==> config.mk <==
export PLATFORM = sky130hd
export DESIGN_NAME = key_event_arb
export DESIGN_NICKNAME = d
export VERILOG_FILES = /design/src/rtl/key_pkg.sv /design/src/rtl/event_fifo.sv /design/src/rtl/key_event_arb.sv
export SDC_FILE = /design/constraint.sdc
export NUM_CORES = 1
export LEC_CHECK = 0
export ABC_AREA = 0
export ABC_CLOCK_PERIOD_IN_PS = 4450
export BUFFER_PORTS_ARGS = -buffer_cell sky130_fd_sc_hd__buf_4
export CAP_MARGIN = 10
export CORE_AREA = 2 2 91 93
export CTS_BUF_LIST = sky130_fd_sc_hd__clkbuf_16
export CTS_CLUSTER_DIAMETER = 100
export DETAILED_ROUTE_END_ITERATION = 10
export DIE_AREA = 0 0 93 95
export PLACE_DENSITY = 0.83
export SLEW_MARGIN = 20
export SYNTH_ARGS = -nofsm -noshare
export SYNTH_HDL_FRONTEND = slang
export SYNTH_SLANG_ARGS = --single-unit
==> constraint.sdc <==
create_clock -name Clk -period 4.45 [get_ports Clk]
set_clock_uncertainty 0.05 [all_clocks]
set_input_delay 0.89 -clock Clk [delete_from_list [all_inputs] [get_ports Clk]]
set_output_delay 0.89 -clock Clk [all_outputs]
set_load 0.02 [all_outputs]
==> src/rtl/key_pkg.sv <==
// Shared types and keycodes for the keyboard event arbiter.
// Key constants follow the USB HID usage table (keyboard page).
package key_pkg;

    typedef struct packed {
        logic [7:0] code;
        logic       press;
    } key_event_t;

    typedef enum logic {
        IDLE = 1'b0,
        EMIT = 1'b1
    } arb_state_t;

    localparam logic [7:0] KEY_NONE  = 8'h00;
    localparam logic [7:0] KEY_ENTER = 8'h28;
    localparam logic [7:0] KEY_ESC   = 8'h29;
    localparam logic [7:0] KEY_W     = 8'h1A;
    localparam logic [7:0] KEY_A     = 8'h04;
    localparam logic [7:0] KEY_S     = 8'h16;
    localparam logic [7:0] KEY_D     = 8'h07;

    // True when code occupies either slot of a two-slot keycode word.
    function automatic logic code_in(input logic [7:0] code, input logic [15:0] slots);
        return (code == slots[7:0]) || (code == slots[15:8]);
    endfunction

endpackage

==> src/rtl/event_fifo.sv <==
// Show-ahead synchronous FIFO of key events; occupancy tracked by a count register.
// Pushes while full are ignored here; the owner decides how to report them.
module event_fifo
    import key_pkg::*;
#(
    parameter int FIFO_DEPTH = 4
) (
    input  logic       Clk,
    input  logic       Reset,
    input  logic       push,
    input  key_event_t push_data,
    input  logic       pop,
    output key_event_t head,
    output logic       empty,
    output logic       full
);

    localparam int AW = (FIFO_DEPTH > 1) ? $clog2(FIFO_DEPTH) : 1;
    localparam logic [AW:0] DEPTH_C = (AW+1)'(FIFO_DEPTH);

    key_event_t      mem [FIFO_DEPTH];
    logic [AW-1:0]   wr_ptr;
    logic [AW-1:0]   rd_ptr;
    logic [AW:0]     count;
    logic            do_push;
    logic            do_pop;

    assign empty   = (count == '0);
    assign full    = (count == DEPTH_C);
    assign do_push = push && !full;
    assign do_pop  = pop && !empty;
    assign head    = empty ? '0 : mem[rd_ptr];

    always_ff @(posedge Clk) begin
        if (Reset) begin
            wr_ptr <= '0;
            rd_ptr <= '0;
            count  <= '0;
        end else begin
            if (do_push) begin
                wr_ptr <= wr_ptr + 1'b1;
            end
            if (do_pop) begin
                rd_ptr <= rd_ptr + 1'b1;
            end
            case ({do_push, do_pop})
                2'b10:   count <= count + 1'b1;
                2'b01:   count <= count - 1'b1;
                default: count <= count;
            endcase
        end
    end

    always_ff @(posedge Clk) begin
        if (do_push) begin
            mem[wr_ptr] <= push_data;
        end
    end

endmodule

==> src/rtl/key_event_arb.sv <==
// Turns the two-slot keycode level into an ordered press/release event stream
// buffered in a small FIFO with valid/ready pop and a sticky overflow flag.
module key_event_arb
    import key_pkg::*;
#(
    parameter int FIFO_DEPTH = 4
) (
    input  logic        Clk,
    input  logic        Reset,
    input  logic [15:0] keycode,
    input  logic        ev_ready,
    input  logic        clr_ovf,
    output logic        ev_valid,
    output logic [7:0]  ev_code,
    output logic        ev_press,
    output logic        overflow,
    output logic        any_key
);

    arb_state_t  state_q;
    logic [15:0] snap_q;
    logic [3:0]  pend_q;
    logic [7:0]  pend_code_q [4];

    logic [7:0]  old0, old1, new0, new1;
    logic [3:0]  build_vld;
    logic [1:0]  sel_idx;
    logic [3:0]  pend_left;
    logic        push;
    key_event_t  push_ev;
    key_event_t  head;
    logic        fifo_empty;
    logic        fifo_full;
    logic        drop;

    assign old0 = snap_q[7:0];
    assign old1 = snap_q[15:8];
    assign new0 = keycode[7:0];
    assign new1 = keycode[15:8];

    // Slot1 entries also skip a code already carried by slot0 of the same snapshot.
    always_comb begin
        build_vld    = '0;
        build_vld[0] = (old0 != KEY_NONE) && !code_in(old0, keycode);
        build_vld[1] = (old1 != KEY_NONE) && !code_in(old1, keycode) && (old1 != old0);
        build_vld[2] = (new0 != KEY_NONE) && !code_in(new0, snap_q);
        build_vld[3] = (new1 != KEY_NONE) && !code_in(new1, snap_q) && (new1 != new0);
    end

    always_comb begin
        sel_idx = 2'd3;
        if (pend_q[0]) begin
            sel_idx = 2'd0;
        end else if (pend_q[1]) begin
            sel_idx = 2'd1;
        end else if (pend_q[2]) begin
            sel_idx = 2'd2;
        end
        pend_left = pend_q & ~(4'b0001 << sel_idx);
    end

    // Entries 0/1 are releases, 2/3 are presses, so bit 1 of the index is the press flag.
    always_comb begin
        push          = (state_q == EMIT);
        push_ev       = '0;
        push_ev.code  = pend_code_q[sel_idx];
        push_ev.press = sel_idx[1];
    end

    assign drop = push && fifo_full;

    always_ff @(posedge Clk) begin
        if (Reset) begin
            state_q  <= IDLE;
            snap_q   <= '0;
            any_key  <= 1'b0;
            overflow <= 1'b0;
            pend_q   <= '0;
            for (int i = 0; i < 4; i++) begin
                pend_code_q[i] <= KEY_NONE;
            end
        end else begin
            if (drop) begin
                overflow <= 1'b1;
            end else if (clr_ovf) begin
                overflow <= 1'b0;
            end

            case (state_q)
                IDLE: begin
                    if (keycode != snap_q) begin
                        snap_q         <= keycode;
                        any_key        <= |keycode;
                        pend_q         <= build_vld;
                        pend_code_q[0] <= old0;
                        pend_code_q[1] <= old1;
                        pend_code_q[2] <= new0;
                        pend_code_q[3] <= new1;
                        if (|build_vld) begin
                            state_q <= EMIT;
                        end
                    end
                end
                EMIT: begin
                    pend_q <= pend_left;
                    if (pend_left == '0) begin
                        state_q <= IDLE;
                    end
                end
                default: state_q <= IDLE;
            endcase
        end
    end

    event_fifo #(
        .FIFO_DEPTH(FIFO_DEPTH)
    ) u_fifo (
        .Clk       (Clk),
        .Reset     (Reset),
        .push      (push),
        .push_data (push_ev),
        .pop       (ev_valid && ev_ready),
        .head      (head),
        .empty     (fifo_empty),
        .full      (fifo_full)
    );

    assign ev_valid = !fifo_empty;
    assign ev_code  = head.code;
    assign ev_press = head.press;

endmodule

Yosys cells after proc, flatten, opt, wreduce, memory -nomap -nowiden --
Memory sizes are Yosys's and may differ from the RTL's. A register that Yosys moved wholly into a read port is not among the register bits. Index checks and enable logic that the tools add are counted.
Storage, ports and cells: register bits 30, bits in writable memories 68, input port bits 20, output and inout bits 12, word-level logic and storage cells 95, memories 2
Memories:
- u_fifo.mem | words 4, bits a word 9, read ports 1, clocked after memory_dff 1, wr ports 1, line event_fifo.sv:21 | key_event_t mem [FIFO_DEPTH];
- pend_code_q | words 4, bits a word 8, read ports 1, clocked after memory_dff 0, wr ports 4, line key_event_arb.sv:23 | logic [7:0] pend_code_q [4];
Cells by class: $add $sub $neg 4, eq/ne operators 15, shift operators 1, muxes and demuxes 27, bitwise logic cells 7, reduce and logical (&&, ||, !) cells 31
Operators by type and width (number):
- $eq A8 B8 Y1 | 8
- $mux W8 | 4
- $reduce_bool A8 Y1 | 4
- $ne A16 B16 Y1 | 1
- $ne A8 B8 Y1 | 2
- $reduce_or A16 Y1 | 1
- $mux W1 | 14
- $logic_and A1 B1 Y1 | 10
- $mux W9 | 1
- $mux W2 | 4
- $pmux W4 S2 | 1
- $logic_not A1 Y1 | 6
- $pmux W3 S2 | 1
- $add A2 B1 Y2 const B | 2
- $and A4 B4 Y4 | 1
- $logic_not A4 Y1 | 1
- $logic_or A1 B1 Y1 | 4
- $mux W4 | 1
- $not A4 Y4 | 1
- $or A1 B1 Y1 | 4
- $reduce_bool A2 Y1 | 2
- $reduce_or A4 Y1 | 1
- $shl A1 B2 Y4 const A | 1
- $add A3 B1 Y3 const B | 1
- 9 further kinds | 9

Depth between registers and ports, before layout --
Gate-level depths: netlist of run 1.
word-level depth 9, gate-level depth with buffers 9, gate-level depth less buffers 9

By module --
Synthesis of run 1 repeated with hierarchy kept, for this count alone.
Unflattened totals: cells, all modules 406, area total of the unflattened synthesis 4964.8 um^2
Modules (own cells, without submodules):
- key_event_arb | times used 1, cells each 295, area an instance 3034.2 um^2, sequential area each 1421.4 um^2
- event_fifo | times used 1, cells each 111, area an instance 1930.6 um^2, sequential area each 1261.2 um^2

Worst setup path before layout of run 1 --
No wires, ideal clock.
kind in2reg, start point input port keycode[5], end point memory pend_code_q[0][0] (enable), arrival 2411 ps, required time 4013 ps, setup slack 1602 ps, cell stages on the path 7, buffers on the path 1, cells stage by stage buf_4 -> xnor2_1 -> nand4_1 -> nor2_4 -> a21oi_4 -> nor2_2 -> inv_1
RTL lines:
- start: declaration | line key_event_arb.sv:10 | input logic [15:0] keycode,
- end: declaration | line key_event_arb.sv:23

==> results of run 1 <==
-- cell usage in the layout (no fill, tap or decap), types with 2 or more instances in the layout --
master,instances
nor4_1,5
o21ai_0,11
clkbuf_16,9
inv_1,8
nor2_4,3
or3_1,2
a21oi_1,10
edfxtp_1,68
buf_4,32
inv_8,2
nor3_1,2
mux2i_1,25
and2_1,46
a32o_1,2
nand2_1,13
nor2_1,39
or4_4,2
xnor2_1,50
or4_1,2
mux4_2,9
nand4_1,11
ha_1,5
clkinv_4,2
dfxtp_1,32
nor2_2,2
xor2_1,3
-- cell usage after synthesis, drive strengths merged (4+ instances only) --
master  instances  share of area [%]
and2           46                5.8
o21ai          12                1.2
or4             4               0.76
nor2           44                3.9
a21oi          11                1.3
clkbuf          7               0.53
nand2          13               0.98
buf            41                5.1
nor4            5               0.63
mux2i          25                5.0
edfxtp         68                 41
mux4            9                4.1
nand4          12                1.6
dfxtp          32                 13
ha              5                1.3
inv             8               0.61
xnor2          50                8.8
-- stage by stage --
stage / instances / cell area, um^2 / total power [uW]
after floorplan: 414 / 4960 / 1827
after global placement: 503 / 5051 / 1987
after detailed placement: 503 / 5051 / 2017
after CTS: 519 / 5335 / 2751
after global routing: 520 / 5346 / 2881
final: 520 / 5346 / 2730
-- logic make-up (layout without fill, tap and decap cells) --
kind of cell,count (synthesis),in the layout,share of synthesized area (%)
xor gates and xnor gates,53,53,9.359
and+or+nand+nor,131,131,14.63
adders and majority gates,7,7,1.867
muxes,34,34,9.132
buffers and inverters,56,57,6.256
AOI/OAI and AO/OA,33,33,4.667
DFF,100,100,54.09
-- per-layer routing --
layer  wire length (um)  global-route usage [%]
met3                479                   4.948
met2               4451                   36.29
met1               3606                   27.79
met5                  0                       0
met4                 80                   8.088
-- registers in the layout (all words and copies together), names as in the netlist, named ones only --
name / flops
push: 1
pend_q: 4
any_key: 1
u_fifo.wr_ptr: 2
u_fifo.rd_ptr: 2
u_fifo.count: 3
pend_code_q: 32
snap_q: 16
overflow: 1
u_fifo.mem: 36
-- power groups by stage --
stage	clock [uW]	sequential (uW)	combinational, uW
after floorplan	0	1210	613
after global placement	0	1310	682
after detailed placement	0	1310	703
after CTS	750	1290	707
after global routing	783	1320	783
final	736	1290	703
-- area by class of cell --
class | count | area [um^2] | share of cell area, %
clock inverter | 7 | 58.81 | 1.100
clock buffer | 9 | 225.2 | 4.212
sequential | 100 | 2683 | 50.18
timing repair buffer | 33 | 251.5 | 4.704
multi-input combinational | 258 | 1967 | 36.79
tap | 105 | 131.4 | 2.457
inverter | 8 | 30.03 | 0.5617
-- critical path: cells and delay by family (launching register included) --
family,cells,cell delay (ns)
flip-flops,1,0.69
multiplexers,1,0.59
AND/OR/NAND/NOR,1,0.17
buffers and inverters,1,0.15
-- final timing paths --
check,startpoint,endpoint,slack [ns],depth (start not counted)
worst max-delay path,flop,ev_press,1.56,3
worst min-delay path,pend_q[3],pend_q[3],0.44,2
worst max register to register,snap_q[10],pend_code_q[2][0],1.84,7
worst min register to register,pend_q[3],pend_q[3],0.44,2
==> insert_results.sql, run 1 <==
INSERT INTO impl_metrics (metric_group, metric, value, unit) VALUES
('placement', 'dp_worst_setup_slack', '1.299', 'ns'),
('sta', 'final.min_clock_period', '2.888', 'ns'),
('placement', 'routabilityCongestion', '0.8076', ''),
('layout', 'final_net_count', '436', ''),
('sta', 'final-hold-violation-count', '0', ''),
('grt', 'via_count_of_the_first_global_routing_pass', '2861', ''),
('die', 'core.rowCount', '33', ''),
('clock_network', 'clock_sinks', '100', ''),
('worst_setup_path', 'cp_cell_sequence', 'mux4_2, and2_1, buf_4', ''),
('clock_network', 'cts.path.max_buffers', '2', ''),
('routing', 'wire_length_after_detailed_routing', '8618', 'um'),
('sta', 'final.hold.worst_slack', '0.4442', 'ns'),
('sta', 'finalCritPeriodShare', '64.89', '%'),
('sta', 'tns', '0', 'ns'),
('routing', 'number_of_design_rule_violations_left_after_detail_routing', '0', ''),
('worst_setup_path', 'timing_worst_setup_path_type', 'reg -> out', ''),
('layout', 'flow.area_growth_from_synthesis', '7.795', '%'),
('clock_network', 'cts_tree', 'done', ''),
('worst_setup_path', 'cp-end-kind', 'output port', ''),
('sta', 'slew_headroom', '51.18', '%'),
('worst_hold_path', 'worstHoldPathType', 'reg -> reg', ''),
('pwr', 'power_frac_seq', '47.3', '%'),
('pwr', 'total_switching_power', '841.2', 'uW'),
('pwr', 'worst_ir_drop_vdd', '215.9', 'uV'),
('die', 'io-pin-count', '32', ''),
('yosys', 'synth_area_per_cell', '11.98', 'um^2'),
('die', 'fp.dieW', '93', 'um'),
('yosys', 'seq_area_frac_synth', '54.09', '%'),
('clock_network', 'ctsHoldBuffers', '0', ''),
('die', 'dieArea', '0.008835', 'mm^2'),
('yosys', 'ys.warnings.count', '0', ''),
('grt', 'grt_util_all_layers', '21.67', '%'),
('sta', 'worst-slew-pin-transition', '0.7306', 'ns'),
('worst_setup_path', 'slowest_cell_on_crit_path', 'dfxtp_1', ''),
('yosys', 'synth.distinct_cells', '44', ''),
('yosys', 'postSynthRegisterBits', '100', ''),
('layout', 'drive_gt1_share', '16.87', '%'),
('pwr', 'p_per_area', '510.6', 'mW/mm^2'),
('routing', 'firstDrtPassIters', '4', ''),
('sta', 'finalWorstSetupSlack', '1.562', 'ns'),
('placement', 'dp_hpwl', '5997', 'um'),
('die', 'core_region_area', '0.007928', 'mm^2'),
('layout', 'antenna_cells_inserted', '0', ''),
('yosys', 'synth_cells', '414', ''),
('sta', 'grt_setup_unrepaired', 'no', ''),
('worst_setup_path', 'critical-path-max-stage-delay', '0.69', 'ns'),
('die', 'initial_core_utilization', '62.56', '%'),
('worst_setup_path', 'kind_of_start_point_of_the_critical_path', 'flop', ''),
('yosys', 'synth-edff-count', '68', ''),
('pwr', 'power.internal', '1889', 'uW'),
('routing', 'routed_wire_length_per_instance', '16.57', 'um'),
('worst_setup_path', 'crit_path_max_fanout', '9', ''),
('layout', 'final.fill_count', '613', ''),
('grt', 'grt_overflow', '0', ''),
('clock_network', 'cts-root-buf', 'clkbuf_16', ''),
('pwr', 'switching_share', '30.81', '%'),
('clock_network', 'clkSlewWorstSetupHoldPaths', '0.07', 'ns'),
('clock_network', 'insertion_delay', '0.34', 'ns'),
('yosys', 'async_reset_ff_share', '0', '%'),
('grt', 'grt_first_pass_wirelength', '14490', 'um'),
('clock_network', 'cts-htree-levels', '3', ''),
('sta', 'timing.final.setup_violations', '0', ''),
('pwr', 'p_leak', '0.001943', 'uW'),
('placement', 'portBuffers', '31', ''),
('worst_setup_path', 'cp_required', '3.51', 'ns'),
('routing', 'detailedRoute.firstIterationViolations', '120', ''),
('flow_run', 'max-cap-violations', '0', ''),
('yosys', 'dominantRegCellSynth', 'edfxtp_1', ''),
('routing', 'viasPerCell', '5.581', ''),
('grt', 'grt_max_degree', '38', ''),
('routing', 'ant_nets', '0', ''),
('yosys', 'synth_nets', '440', ''),
('worst_setup_path', 'crit_arrival', '1.95', 'ns'),
('pwr', 'comb_power_share', '25.8', '%'),
('outcome', 'status', 'finished, final reports clean', ''),
('grt', 'antenna_found_initial', '0', ''),
('layout', 'final_util', '67.44', '%'),
('clock_network', 'numCtsBuffers', '9', ''),
('sta', 'max_freq', '346.3', 'MHz'),
('die', 'die_height', '95', 'um'),
('clock_network', 'post_cts_buffers', '0', ''),
('routing', 'vias', '2902', ''),
('clock_network', 'post_cts_resize_count', '0', ''),
('pwr', 'pwr-share-clk', '27.0', '%'),
('sta', 'timing_max_transition_violations_final', '0', ''),
('yosys', 'synth.cell_area', '0.004960', 'mm^2');
Note: power is estimated with default switching activity, not from simulation.
==> run 2, diff against run 1 <==
--- a/config.mk
+++ b/config.mk
@@ -5,16 +5,16 @@
 export SDC_FILE = /design/constraint.sdc
 export NUM_CORES = 1
 export LEC_CHECK = 0
-export ABC_AREA = 0
-export ABC_CLOCK_PERIOD_IN_PS = 4450
+export ABC_AREA = 1
+export ABC_CLOCK_PERIOD_IN_PS = 2300
 export BUFFER_PORTS_ARGS = -buffer_cell sky130_fd_sc_hd__buf_4
 export CAP_MARGIN = 10
-export CORE_AREA = 2 2 91 93
+export CORE_AREA = 2 2 98 100
 export CTS_BUF_LIST = sky130_fd_sc_hd__clkbuf_16
 export CTS_CLUSTER_DIAMETER = 100
 export DETAILED_ROUTE_END_ITERATION = 10
-export DIE_AREA = 0 0 93 95
-export PLACE_DENSITY = 0.83
+export DIE_AREA = 0 0 100 102
+export PLACE_DENSITY = 0.76
 export SLEW_MARGIN = 20
 export SYNTH_ARGS = -nofsm -noshare
 export SYNTH_HDL_FRONTEND = slang
==> constraint.sdc (replaced) <==
create_clock -name Clk -period 2.3 [get_ports Clk]
set_clock_uncertainty 0.05 [all_clocks]
set_input_delay 0.46 -clock Clk [delete_from_list [all_inputs] [get_ports Clk]]
set_output_delay 0.46 -clock Clk [all_outputs]
set_load 0.02 [all_outputs]
==> run 2 against run 1 <==
  * Via count rose by 24%
  * Flip-flop and latch count unchanged
  * Die area is 15% higher
  * Power increased by 93%
  * Count of clock-buffer cells in the layout unchanged
  * Largest power group unchanged
  * Highest routed layer unchanged
==> insert_results.sql, run 2 <==
INSERT INTO impl_metrics (metric_group, metric, value, unit) VALUES
('pwr', 'worst_ir_drop_vdd', '385.6', 'uV'),
('worst_setup_path', 'cp_required', '2.47', 'ns'),
('worst_setup_path', 'timing_worst_setup_path_type', 'reg -> reg', ''),
('placement', 'dp_hpwl', '7323', 'um'),
('yosys', 'synth_area_per_cell', '9.308', 'um^2'),
('grt', 'antenna_found_initial', '0', ''),
('yosys', 'main_combinational_cell_family_by_area_after_synthesis', 'simple AND/OR/NAND/NOR gates', ''),
('die', 'dieArea', '0.01020', 'mm^2'),
('yosys', 'synth_cells', '533', ''),
('yosys', 'synth_compound_area_share', '10.95', '%'),
('yosys', 'yosys-mux-area-fraction', '0', '%'),
('yosys', 'post_synth_xor_area_fraction', '6.356', '%'),
('routing', 'vias', '3607', ''),
('grt', 'grt_max_degree', '33', ''),
('outcome', 'status', 'finished, final reports clean', ''),
('clock_network', 'cts_tree', 'done', ''),
('placement', 'dp_worst_setup_slack', '0.2081', 'ns'),
('sta', 'final.hold.worst_slack', '0.3056', 'ns'),
('layout', 'mostFrequentLayoutCell', 'nor2_1', ''),
('grt', 'grt.met1_usage', '25.38', '%'),
('routing', 'wire_length_after_detailed_routing', '10000', 'um'),
('clock_network', 'clkSlewWorstSetupHoldPaths', '0.07', 'ns'),
('routing', 'routed_wire_length_per_instance', '14.52', 'um'),
('yosys', 'post_synth_fa_ha_maj_area_fraction', '1.665', '%'),
('sta', 'finalWorstSetupSlack', '0.1712', 'ns'),
('worst_setup_path', 'crit_arrival', '2.30', 'ns'),
('pwr', 'power.internal', '3521', 'uW'),
('sta', 'final-hold-violation-count', '0', ''),
('placement', 'routabilityCongestion', '0.8712', ''),
('worst_setup_path', 'cp-end-kind', 'flop', ''),
('yosys', 'async_reset_ff_share', '0', '%'),
('pwr', 'p_per_area', '933.6', 'mW/mm^2'),
('clock_network', 'cts-root-buf', 'clkbuf_16', ''),
('pwr', 'power_frac_seq', '43.9', '%'),
('sta', 'slew_headroom', '58.42', '%'),
('worst_hold_path', 'worstHoldStart', 'Reset', ''),
('yosys', 'ys.warnings.count', '0', ''),
('die', 'initial_core_utilization', '54.46', '%'),
('yosys', 'synth.cell_area', '0.004961', 'mm^2'),
('layout', 'number_of_flip_flops_under_the_largest_register_name', '36', ''),
('routing', 'viasPerCell', '5.235', ''),
('routing', 'detailedRoute.firstIterationViolations', '164', ''),
('grt', 'via_count_of_the_first_global_routing_pass', '3446', ''),
('yosys', 'simple_gate_area_share_of_the_yosys_netlist', '19.27', '%'),
('grt', 'grt_util_met2', '36.33', '%'),
('layout', 'flow.area_growth_from_synthesis', '13.82', '%'),
('yosys', 'seq_area_frac_synth', '54.07', '%'),
('die', 'core.rowCount', '35', ''),
('worst_setup_path', 'crit-reg2reg-launch', 'u_fifo.count[0]', ''),
('pwr', 'comb_power_share', '28.8', '%'),
('clock_network', 'ctsHoldBuffers', '0', ''),
('yosys', 'post_synth_top_cells', 'nor2_1 (89), nand2_1 (84), edfxtp_1 (68), inv_1 (49), o21ai_0 (38)', ''),
('grt', 'grt.met3_usage', '4.514', '%'),
('worst_setup_path', 'kind_of_start_point_of_the_critical_path', 'flop', ''),
('routing', 'ant_nets', '0', ''),
('yosys', 'synth_area_leader_cell', 'edfxtp_1', ''),
('sta', 'final.min_clock_period', '2.129', 'ns'),
('yosys', 'postSynthRegisterBits', '100', ''),
('layout', 'commonest_non_fill_non_tap_cells_in_the_layout', 'nor2_1 (89), nand2_1 (84), edfxtp_1 (68)', ''),
('die', 'io-pin-count', '32', ''),
('worst_setup_path', 'crit_path_start', 'u_fifo.count[0]', ''),
('placement', 'post_dp_cell_area', '0.005344', 'mm^2'),
('yosys', 'dominantRegCellSynth', 'edfxtp_1', ''),
('pwr', 'pwr-share-clk', '27.3', '%'),
('pwr', 'switching_share', '33.20', '%'),
('grt', 'globalRoute.busiestLayer', 'met2', ''),
('sta', 'tns', '0', 'ns'),
('sta', 'grt_setup_unrepaired', 'no', ''),
('grt', 'grt_first_pass_wirelength', '16330', 'um'),
('yosys', 'yosys.area.top_type_share', '41.16', '%'),
('pwr', 'design_power_total', '5271', 'uW'),
('routing', 'firstDrtPassIters', '4', ''),
('die', 'core_region_area', '0.009109', 'mm^2'),
('clock_network', 'cts.path.max_buffers', '2', ''),
('grt', 'grt_overflow', '0', ''),
('yosys', 'synth_nets', '559', ''),
('clock_network', 'clock_sinks', '100', ''),
('sta', 'timing_max_transition_violations_final', '0', ''),
('yosys', 'synth-edff-count', '68', ''),
('worst_hold_path', 'worstHoldPathType', 'in -> reg', ''),
('routing', 'number_of_design_rule_violations_left_after_detail_routing', '0', ''),
('layout', 'finalInstanceArea', '0.005647', 'mm^2'),
('yosys', 'synth.area.top_cells', 'edfxtp_1 (41%), dfxtp_1 (13%), nor2_1 (6.7%)', ''),
('clock_network', 'numCtsBuffers', '9', ''),
('pwr', 'p_leak', '0.002249', 'uW'),
('layout', 'drive_gt1_share', '18.17', '%'),
('die', 'fp.dieW', '100', 'um'),
('sta', 'finalCritPeriodShare', '92.56', '%'),
('grt', 'grt_util_all_layers', '20.69', '%'),
('clock_network', 'cts-htree-levels', '3', ''),
('yosys', 'synth.distinct_cells', '34', ''),
('sta', 'max_freq', '469.7', 'MHz'),
('layout', 'antenna_cells_inserted', '0', ''),
('layout', 'registers.top_by_ff_count', 'u_fifo.mem', ''),
('sta', 'timing.final.setup_violations', '0', ''),
('placement', 'portBuffers', '31', ''),
('flow_run', 'max-cap-violations', '0', ''),
('layout', 'top_regs', 'u_fifo.mem: 36 flops, pend_code_q: 32 flops, snap_q: 16 flops', ''),
('die', 'die_height', '102', 'um'),
('layout', 'final_net_count', '599', ''),
('clock_network', 'insertion_delay', '0.34', 'ns'),
('sta', 'worst-slew-pin-transition', '0.6213', 'ns'),
('yosys', 'yosysMostFrequentCell', 'nor2_1', ''),
('pwr', 'total_switching_power', '1750', 'uW'),
('worst_setup_path', 'crit_path_max_fanout', '7', '');
-- run 2: logic make-up (layout without fill, tap and decap cells) --
group / count (synthesis) / in the layout
simple gates: 221 / 221
flops: 100 / 100
xor+xnor: 36 / 36
compound gates: 88 / 88
buf+inv: 82 / 127
fa+ha+maj: 6 / 6
-- run 2: final cells by class --
class                           instances  area [um^2]
Multi-Input combinational cell        351         1897
Timing Repair Buffer                   53        422.9
Clock buffer                            9        225.2
Clock inverter                          7        57.56
Inverter                               58        221.5
Fill cell                             757         3462
Sequential cell                       100         2684
Tap cell                              111        138.9
-- run 2: worst paths after layout --
path,cells past startpoint,to,slack (ns)
setup / recovery,10,u_fifo.count[2],0.17
hold / removal,2,overflow,0.31
setup reg to reg,10,u_fifo.count[2],0.17
hold reg to reg,2,u_fifo.rd_ptr[1],0.42
-- run 2: metal layers --
metal	share of wire, %	vias to the layer above
li1	-	1843
met1	46	1683
met2	49	64
met3	2.9	17
met4	1.8	0
met5	0	-
-- run 2: metrics by stage --
stage | cells | util [%]
floorplan | 533 | -
global placement | 671 | 58.67
detailed placement | 671 | 58.67
CTS | 689 | 61.99
global route | 689 | 61.99
finish | 689 | 61.99
-- run 2: power groups by stage --
stage / sequential [uW] / combinational [uW] / clock (uW)
after floorplan: 2290 / 1020 / 0
after global placement: 2340 / 1450 / 0
after detailed placement: 2350 / 1500 / 0
after CTS: 2320 / 1530 / 1470
after global routing: 2340 / 1680 / 1530
final: 2320 / 1520 / 1440
-- run 2: worst max-delay path, stage by stage (launching register included) --
cell	delay [ns]
dfxtp_1	0.32
inv_1	0.15
a31oi_1	0.14
inv_1	0.19
ha_1	0.18
inv_1	0.07
fa_1	0.43
a21oi_1	0.14
o21ai_0	0.11
o21ai_0	0.17
a21oi_1	0.06
-- run 2: what timing repair did --
| item | CTS | global route |
|---|---|---|
| setup endpoints to repair | 1 | 0 |
| gates resized for setup | 2 | 0 |
| buffers inserted | 2 | 0 |
==> run 3, diff against run 2 <==
--- a/config.mk
+++ b/config.mk
@@ -5,8 +5,6 @@
 export SDC_FILE = /design/constraint.sdc
 export NUM_CORES = 1
 export LEC_CHECK = 0
-export ABC_AREA = 1
-export ABC_CLOCK_PERIOD_IN_PS = 2300
 export BUFFER_PORTS_ARGS = -buffer_cell sky130_fd_sc_hd__buf_4
 export CAP_MARGIN = 10
 export CORE_AREA = 2 2 98 100
@@ -14,6 +12,7 @@
 export CTS_CLUSTER_DIAMETER = 100
 export DETAILED_ROUTE_END_ITERATION = 10
 export DIE_AREA = 0 0 100 102
+export MAX_ROUTING_LAYER = met4
 export PLACE_DENSITY = 0.76
 export SLEW_MARGIN = 20
 export SYNTH_ARGS = -nofsm -noshare
==> run 3 against run 2 <==
  * Power rose by 3.1%
  * Final area fell by 2.9%
  * Count of clock-buffer cells in the layout did not move
  * Clock power rose by 5%
  * Register-to-register slack barely moved
  * Global-route usage fell by 1.7 points
  * Critical endpoint is now ev_press
  * Die area did not move
  * Final cell count fell by 22%
==> insert_results.sql, run 3 (synthesized netlist as in run 1, its figures left out) <==
INSERT INTO impl_metrics (metric_group, metric, value, unit) VALUES
('pwr', 'power.internal', '3819', 'uW'),
('sta', 'grt_setup_unrepaired', 'no', ''),
('die', 'initial_core_utilization', '54.45', '%'),
('placement', 'routabilityCongestion', '0.9142', ''),
('outcome', 'status', 'finished, final reports clean', ''),
('worst_setup_path', 'crit_buf_inv', '2', ''),
('clock_network', 'ctsHoldBuffers', '0', ''),
('layout', 'antenna_cells_inserted', '0', ''),
('layout', 'top_regs', 'u_fifo.mem: 36 flops, pend_code_q: 32 flops, snap_q: 16 flops', ''),
('pwr', 'worst_ir_drop_vdd', '538.9', 'uV'),
('grt', 'grt_first_pass_wirelength', '14430', 'um'),
('clock_network', 'cts-root-buf', 'clkbuf_16', ''),
('sta', 'timing_max_transition_violations_final', '0', ''),
('placement', 'dp_hpwl', '6043', 'um'),
('routing', 'routed_wire_length_per_instance', '15.82', 'um'),
('sta', 'final-hold-violation-count', '0', ''),
('die', 'dieArea', '0.01020', 'mm^2'),
('pwr', 'pwr-share-clk', '27.8', '%'),
('sta', 'finalCritPeriodShare', '95.54', '%'),
('sta', 'finalWorstSetupSlack', '0.1025', 'ns'),
('grt', 'antenna_found_initial', '0', ''),
('clock_network', 'numCtsBuffers', '9', ''),
('routing', 'ant_nets', '0', ''),
('layout', 'register_area', '0.002686', 'mm^2'),
('sta', 'final.hold.worst_slack', '0.3728', 'ns'),
('pwr', 'comb_power_share', '27.5', '%'),
('clock_network', 'clkSlewWorstSetupHoldPaths', '0.07', 'ns'),
('die', 'core_region_area', '0.009109', 'mm^2'),
('clock_network', 'clock_sinks', '100', ''),
('sta', 'tns', '0', 'ns'),
('clock_network', 'cts-htree-levels', '3', ''),
('pwr', 'power_frac_seq', '44.8', '%'),
('layout', 'drive_gt1_share', '19.91', '%'),
('pwr', 'total_switching_power', '1616', 'uW'),
('sta', 'max_freq', '455.1', 'MHz'),
('placement', 'portBuffers', '31', ''),
('worst_setup_path', 'slowest_cell_on_crit_path', 'mux4_2', ''),
('pwr', 'switching_share', '29.73', '%'),
('sta', 'final.min_clock_period', '2.197', 'ns'),
('worst_setup_path', 'cp_top_family', 'multiplexers', ''),
('layout', 'commonest_non_fill_non_tap_cells_in_the_layout', 'edfxtp_1 (68), xnor2_1 (50), and2_1 (46)', ''),
('layout', 'total_area_of_multi_input_combinational_cells', '0.001972', 'mm^2'),
('sta', 'timing.final.setup_violations', '0', ''),
('flow_run', 'max-cap-violations', '0', ''),
('grt', 'grt_util_all_layers', '18.98', '%'),
('layout', 'finalInstanceArea', '0.005485', 'mm^2'),
('sta', 'slew_headroom', '53.81', '%'),
('worst_setup_path', 'cp_cell_sequence', 'buf_4, mux4_2, and2_1, buf_4', ''),
('die', 'core.rowCount', '35', ''),
('routing', 'firstDrtPassIters', '4', ''),
('layout', 'number_of_flip_flops_under_the_largest_register_name', '36', ''),
('die', 'fp.dieW', '100', 'um'),
('layout', 'registers.top_by_ff_count', 'u_fifo.mem', ''),
('worst_setup_path', 'cp-end-kind', 'output port', ''),
('layout', 'flow.area_growth_from_synthesis', '10.60', '%'),
('worst_setup_path', 'timing_worst_setup_path_type', 'reg -> out', ''),
('routing', 'number_of_design_rule_violations_left_after_detail_routing', '0', ''),
('die', 'die_height', '102', 'um'),
('routing', 'wire_length_after_detailed_routing', '8511', 'um'),
('worst_setup_path', 'crit_path_max_fanout', '9', ''),
('sta', 'worst-slew-pin-transition', '0.6906', 'ns'),
('layout', 'final.fill_count', '746', ''),
('worst_hold_path', 'worstHoldPathType', 'in -> reg', ''),
('placement', 'dp_worst_setup_slack', '-0.07429', 'ns'),
('pwr', 'p_per_area', '990.8', 'mW/mm^2'),
('placement', 'post_dp_cell_area', '0.005170', 'mm^2'),
('layout', 'mostFrequentLayoutCell', 'edfxtp_1', ''),
('worst_setup_path', 'cp_required', '1.79', 'ns'),
('pwr', 'p_leak', '0.002012', 'uW'),
('grt', 'grt_max_degree', '38', ''),
('worst_setup_path', 'critical-path-max-stage-delay', '0.52', 'ns'),
('clock_network', 'cts_tree', 'done', ''),
('routing', 'viasPerCell', '5.266', ''),
('grt', 'via_count_of_the_first_global_routing_pass', '2856', ''),
('die', 'io-pin-count', '32', ''),
('clock_network', 'insertion_delay', '0.34', 'ns'),
('routing', 'vias', '2833', ''),
('grt', 'grt_overflow', '0', ''),
('layout', 'final_net_count', '448', ''),
('clock_network', 'cts.path.max_buffers', '2', ''),
('worst_setup_path', 'kind_of_start_point_of_the_critical_path', 'flop', ''),
('pwr', 'design_power_total', '5435', 'uW'),
('worst_setup_path', 'crit_arrival', '1.69', 'ns'),
('worst_setup_path', 'path_common_cell', 'buf_4', ''),
('routing', 'detailedRoute.firstIterationViolations', '99', '');
run 3: cell count changes in the layout (fill, tap and decap cells not counted), sizes merged, moves of 25 or more:
cell	before	now
mux2i	0	25
nand2	87	13
inv	59	9
and2	0	46
o21ai	41	12
nor2	103	44
run 3: timing repair:
action                                  4_1_cts  5_1_grt
resized for setup                             0        3
setup buffers                                 0        0
endpoints found under the setup margin        0        1
hold endpoints to repair                      0        0
run 3: final timing paths:
path	slack, ns	depth (start not counted)	end	start
max	0.10	4	ev_press	flop
min	0.37	3	snap_q[11]	keycode[11]
max reg2reg	0.18	8	u_fifo.count[2]	u_fifo.count[0]
min reg2reg	0.42	2	pend_q[3]	pend_q[3]
run 3: layout make-up:
cell class / count / area share, %
clock inverters: 7 / 1.369
repair buffers: 45 / 6.455
well taps: 111 / 2.532
inverters: 8 / 0.6159
clock buffers: 9 / 4.106
flip-flops and latches: 100 / 48.97
multi-input cells: 258 / 35.95
run 3: metal layers:
metal / vias up / track usage, % / part of all wire [%]
met2: 40 / 30.77 / 49
met5: - / - / 0
met3: 14 / 2.599 / 2.5
met1: 1341 / 24.23 / 46
li1: 1438 / - / -
met4: 0 / 8.114 / 2.2
run 3: through the flow:
step	cells	util [%]
after floorplan	414	-
after global placement	521	56.76
after detailed placement	521	56.76
after CTS	537	60.05
after global routing	538	60.22
final	538	60.22
run 3: tightest hold or removal path, stage by stage:
cell and delay [ns]:
buf_4 0.12, mux2i_1 0.07, nor2_1 0.07
run 3: power groups by stage:
stage | registers, uW | clock network (uW) | logic, uW
2_1_floorplan | 2350 | 0 | 1190
6_report | 2430 | 1510 | 1490
5_1_grt | 2470 | 1600 | 1660
4_1_cts | 2430 | 1540 | 1520
3_5_place_dp | 2470 | 0 | 1510
3_3_place_gp | 2460 | 0 | 1470
